`src/rtl/sysid_uptime.sv`:
```
// sysid_uptime: second-generation system-ID slave on Avalon-MM.
// Returns build ID, build timestamp, a version/capability word and a
// byte-writable scratch register, plus a free-running uptime counter whose
// upper bits are snapshotted into a shadow register whenever the low word is
// read. This lets software assemble a consistent CNT_W-bit sample from two
// 32-bit reads. Reads have a fixed 1-cycle latency and are flagged by
// readdatavalid. There is no waitrequest.
module sysid_uptime #(
  parameter logic [31:0] ID           = 32'd0,
  parameter logic [31:0] TIMESTAMP    = 32'd1412490851,
  parameter int          CNT_W        = 64,
  parameter logic [31:0] SCRATCH_INIT = 32'h0000_0000
) (
  input  logic        clock,
  input  logic        reset_n,
  input  logic [2:0]  address,
  input  logic        read,
  input  logic        write,
  input  logic [31:0] writedata,
  input  logic [3:0]  byteenable,
  output logic [31:0] readdata,
  output logic        readdatavalid
);

  // Width of the counter bits above the low word (1..32).
  localparam int SH_W = CNT_W - 32;

  // Register map word addresses.
  localparam logic [2:0] A_ID      = 3'd0;
  localparam logic [2:0] A_TSTAMP  = 3'd1;
  localparam logic [2:0] A_VERSION = 3'd2;
  localparam logic [2:0] A_SCRATCH = 3'd3;
  localparam logic [2:0] A_CNT_LO  = 3'd4;
  localparam logic [2:0] A_CNT_HI  = 3'd5;

  // Version word: major 2, minor 3, low byte advertises the counter width.
  localparam logic [31:0] VERSION = {16'h0002, 8'd3, 8'(CNT_W)};

  // The shadow register holds counter[CNT_W-1:32], so the counter must be
  // wider than one word and the upper part must fit in one word.
  generate
    if (CNT_W < 33 || CNT_W > 64) begin : g_bad_cnt_w
      $error("sysid_uptime: CNT_W must be in 33..64");
    end
  endgenerate

  // ---------------------------------------------------------------------
  // Request decode
  // ---------------------------------------------------------------------
  // A write wins over a simultaneous read; the read is dropped entirely,
  // so it neither returns data nor takes a snapshot.
  logic w_rd_acc;
  logic w_wr_scratch;
  logic w_wr_clr;
  logic w_snap;

  assign w_rd_acc     = read & ~write;
  assign w_wr_scratch = write & (address == A_SCRATCH);
  assign w_wr_clr     = write & (address == A_CNT_LO);
  assign w_snap       = w_rd_acc & (address == A_CNT_LO);

  // ---------------------------------------------------------------------
  // State
  // ---------------------------------------------------------------------
  logic [CNT_W-1:0] r_cnt;
  logic [SH_W-1:0]  r_shadow;
  logic [31:0]      r_scratch;
  logic [31:0]      r_rdata;
  logic             r_rvalid;
  logic [31:0]      w_rd_mux;

  // Uptime counter: free-runs and wraps naturally; a write to the low-word
  // address zeroes it so the following edge sees 0.
  always_ff @(posedge clock or negedge reset_n) begin
    if (!reset_n) begin
      r_cnt <= '0;
    end else if (w_wr_clr) begin
      r_cnt <= '0;
    end else begin
      r_cnt <= r_cnt + CNT_W'(1);
    end
  end

  // Shadow captures the upper counter bits from the same cycle the low word
  // is read, so the two reads always describe one sample. Reading the
  // shadow itself leaves it untouched.
  always_ff @(posedge clock or negedge reset_n) begin
    if (!reset_n) begin
      r_shadow <= '0;
    end else if (w_wr_clr) begin
      r_shadow <= '0;
    end else if (w_snap) begin
      r_shadow <= r_cnt[CNT_W-1:32];
    end
  end

  // Scratch register with per-byte write enables.
  always_ff @(posedge clock or negedge reset_n) begin
    if (!reset_n) begin
      r_scratch <= SCRATCH_INIT;
    end else if (w_wr_scratch) begin
      for (int i = 0; i < 4; i++) begin
        if (byteenable[i]) begin
          r_scratch[8*i +: 8] <= writedata[8*i +: 8];
        end
      end
    end
  end

  // ---------------------------------------------------------------------
  // Read path
  // ---------------------------------------------------------------------
  // Select the register contents as they stand at the accepting edge;
  // counter reads therefore return the pre-increment value.
  always_comb begin
    w_rd_mux = 32'd0;
    case (address)
      A_ID:      w_rd_mux = ID;
      A_TSTAMP:  w_rd_mux = TIMESTAMP;
      A_VERSION: w_rd_mux = VERSION;
      A_SCRATCH: w_rd_mux = r_scratch;
      A_CNT_LO:  w_rd_mux = r_cnt[31:0];
      A_CNT_HI:  w_rd_mux = 32'(r_shadow);
      default:   w_rd_mux = 32'd0;
    endcase
  end

  // Registered response: data is forced to zero whenever it is not valid,
  // so the bus never carries stale values between pulses.
  always_ff @(posedge clock or negedge reset_n) begin
    if (!reset_n) begin
      r_rdata  <= 32'd0;
      r_rvalid <= 1'b0;
    end else begin
      r_rvalid <= w_rd_acc;
      r_rdata  <= w_rd_acc ? w_rd_mux : 32'd0;
    end
  end

  assign readdata      = r_rdata;
  assign readdatavalid = r_rvalid;

endmodule
```
`config.mk`:
```
export PLATFORM = sky130hd
export DESIGN_NAME = sysid_uptime
export DESIGN_NICKNAME = d
export VERILOG_FILES = /design/src/rtl/sysid_uptime.sv
export SDC_FILE = /design/constraint.sdc
export NUM_CORES = 1
export LEC_CHECK = 0
export BUFFER_PORTS_ARGS = -buffer_cell sky130_fd_sc_hd__clkbuf_2
export CAP_MARGIN = 20
export CORE_MARGIN = 2
export CORE_UTILIZATION = 50
export CTS_CLUSTER_DIAMETER = 120
export CTS_CLUSTER_SIZE = 14
export DETAILED_ROUTE_END_ITERATION = 10
export PLACE_DENSITY = 0.68
export SKIP_CTS_REPAIR_TIMING = 1
export SYNTH_ARGS = -nofsm -noshare
export SYNTH_HDL_FRONTEND = slang
export SYNTH_SLANG_ARGS = --single-unit
```
`constraint.sdc`:
```
create_clock -name clock -period 4.8 [get_ports clock]
set_input_delay 0.48 -clock clock [delete_from_list [all_inputs] [get_ports clock]]
set_output_delay 0.48 -clock clock [all_outputs]
set_load 0.01 [all_outputs]
```
==> reports/qor.txt <==
Slew Limit Fails - 0
Post-layout util - 58.8%
Type of origin of the critical path - flop
Internal power - 2.40 mW
Number of global-route vias before repair - 5,641
Switching Share - 25.2%
Ys flop type - dfrtp_1
Yosys reg bits - 161
Cell Rows - 44
Die Y - 126 um
Slowest stage delay, CP - 870 ps
Sequential power share - 50.8%
Worst hold slack - 155 ps
Post-synth EDFFs - 0
Die Area - 15,900 um2
Gpl congestion - 0.834
Post-Synth Simple-Gate Area - 18.8%
Outcome - finished, final reports clean
Synthesized area per cell - 10.6 um2
Async SR Flop Fraction - 100%
Part of the Yosys area used for sequential elements - 54.1%
Initial core utilization - 51.2%
Final ANT Viol Nets - 0
Multi-input gate area - 3180 um2
WL met1 - 8.62 mm
Routed WL per cell - 19.4 um
Slowest CP cell - nor3_1
Htree depth - 4
Placed cells - 931
Sequential standard cell area - 4030 um2
Mapped cell area - 7440 um2
Worst IR Drop VDD - 0.000257 V
P_sw - 0.807 mW
Non-Filler Instances - 962
Root Driver - clkbuf_16
Setup crit start - r_cnt[0]
DRT iter0 DRCs - 502
Worst-path cell chain - ha_1 > nand4_1 > nor3_1 > nand4_1 > nor3_1 > mux2i_1
Final Skew - 6.81 ps
Layout cells sized above 1 - 22.5%
Cts bufs inserted - 17
Main combinational cell family by area after synthesis - simple AND/OR/NAND/NOR gates
Synth Area in Compound Gates - 11.2%
CTS tree - done
Pwr Density - 375 nW/um2
Slew @ Worst Pin - 1040 ps
Max-Slew Margin vs Limit - 30.2%
YS warnings - 0
Unique masters post-synth - 40
CP required - 5140 ps
Met2 WL post-DR - 8.41 mm
Grt total ovfl - 0
Core ar. - 14,500 um2
Worst reg2reg startpoint - r_cnt[0]
RSZ-0062 raised after global routing - false
Setup_tns - 0 ps
Fin. Hold Viols - 0
Kind of critical path - reg2reg
Crit. End Element - flop
Max Used Layer - met4
R2r endpoint - r_cnt[54]
Drt first pass iters - 5
Clock power frac - 39.0%
IO buf count - 75
First-pass GRT wire length - 30.7 mm
Post-Route WL - 18.7 mm
Fillers - 1,233
Post-route DRC violation count - 0
Vias per cell - 6.01
Largest net degree at the start of global routing - 109
Hold/Removal Path Class - in2async
Cells after synthesis - 704
Num Clock Sinks - 161
Antenna violations before repair - 0
Comb pwr share - 10.2%
Critical path endpoint - r_cnt[54]
Nets - 811
Final worst setup slack - 1800 ps
Worst endpoint data arrival time - 3340 ps
DR WL met3 - 1.21 mm
P&R area growth vs syn - 14.9%
# Max-Cap Violations - 0
Worst skew pair latency - 420 ps
Final setup fails - 0
DP HPWL - 12.9 mm
Worst-path clk slew - 60 ps
R2r worst-path depth - 6
Routed vias - 5,784
GRT Total Usage - 24.7%
Max clock buf depth - 2
Post-synthesis mux area share - 7.65%
Ports - 76
Synthesized Nets - 748
Setup WS pre-CTS - 1510 ps
Die W - 126 um
Final period util - 62.5%
FMAX - 333 MHz
Synth Area in XOR/XNOR - 4.83%
Post-Synth Adder-Cell Area - 0.168%
Post-layout min period - 3000 ps
Ant. Diodes - 0
Worst-path maximum fanout - 8
Worst R2R Setup Slack - 1800 ps
P_leak - 3.88 nW
cell type report:
class                      count  area share, %
sequential                   161           47.1
multi-input combinational    481           37.2
timing repair buffer          85           5.78
clock inverter                 6          0.673
clock buffer                  24           5.63
tap                          184           2.69
inverter                      21          0.922
routing by layer:
layer / up-vias / track usage, %
met5: - / 0
met1: 2856 / 36.5
met4: 0 / 8.66
met2: 233 / 36.7
met3: 40 / 4.50
li1: 2655 / -
worst max-delay path, delay by kind of cell, from the launching register on:
family	cells	cell delay, ps
flip-flops	1	470
multiplexers	1	230
AND/OR/NAND/NOR	4	1970
adder cells (fa/ha/maj)	1	250
stage by stage:
stage,power (mW),cell area (um2)
2_1_floorplan,1.83,7440
3_3_place_gp,1.95,7950
3_5_place_dp,1.97,7980
4_1_cts,3.21,8520
5_1_grt,3.34,8550
6_report,3.20,8550
state kept, by name (all words and copies together) (netlist names):
signal         cells
readdata          32
readdatavalid      1
r_scratch         32
r_cnt             64
r_shadow          32
cell families (layout without fill, tap and decap cells):
logic type / after synthesis / count (layout)
multiplexers: 51 / 51
AO/OA/AOI/OAI: 119 / 119
XOR/XNOR: 41 / 41
flip-flops: 161 / 161
buffers and inverters: 62 / 136
adder cells (fa/ha/maj): 1 / 1
AND/OR/NAND/NOR: 269 / 269
synth_stat cells, types with 6 or more instances:
library cell  instances  area [um2]
a21oi_1              19        95.1
a22o_1               31         272
a22oi_1              30         225
and3_1                6        37.5
clkbuf_1             36         135
dfrtp_1             161        4030
inv_1                21        78.8
mux2_2               47         529
nand2_1              34         128
nand3_1              36         180
nand4_1              28         175
nor2_1               87         327
nor2b_1              17         106
nor3_1               10        50.1
nor4_1               10        62.6
o21ai_0              16        80.1
o22ai_1              12        75.1
o31ai_1               6        45.0
or3_1                 8        50.1
or4_1                 6        45.0
xnor2_1              16         140
xor2_1               25         219
power by group through the flow:
stage	logic (mW)	registers, mW	clock network [mW]
2_1_floorplan	0.235	1.59	0
3_3_place_gp	0.311	1.64	0
3_5_place_dp	0.326	1.64	0
4_1_cts	0.329	1.62	1.26
5_1_grt	0.369	1.64	1.32
6_report	0.327	1.63	1.25
layout by cell type, fill, tap and decap left out, types with 2 or more instances in the layout:
cell type,count
buf_16,2
a22oi_1,30
or4_2,3
o22ai_1,12
o21ai_0,16
or4_1,6
a211o_1,2
clkbuf_2,74
and3_1,6
and4_1,4
nor4_2,2
nand4_1,28
nor3_1,10
nor2_1,86
or3_1,8
nand2b_1,4
nand3_1,36
inv_1,21
xor2_1,25
dfrtp_1,161
mux2_2,47
nor2b_1,17
nand2_1,34
a22o_1,31
and3_2,2
o31ai_1,6
nor4_1,10
or2b_2,2
xnor2_1,16
clkbuf_1,4
or4_4,3
a21oi_1,19
and2_1,3
o211ai_1,2
mux2i_1,4
clkbuf_16,17
buf_4,7
clkinv_2,4
clkbuf_8,3
how the worst min path moves through the flow:
stage	end	startpoint	cells past startpoint
after CTS	readdata[4]	reset_n	1
after global placement	r_shadow[17]	r_shadow[17]	1
after floorplan	r_cnt[0]	reset_n	0
after global routing	r_scratch[7]	reset_n	1
final	r_scratch[7]	reset_n	1
after detailed placement	r_shadow[11]	r_shadow[11]	1
(Power assumes the default switching activity.)
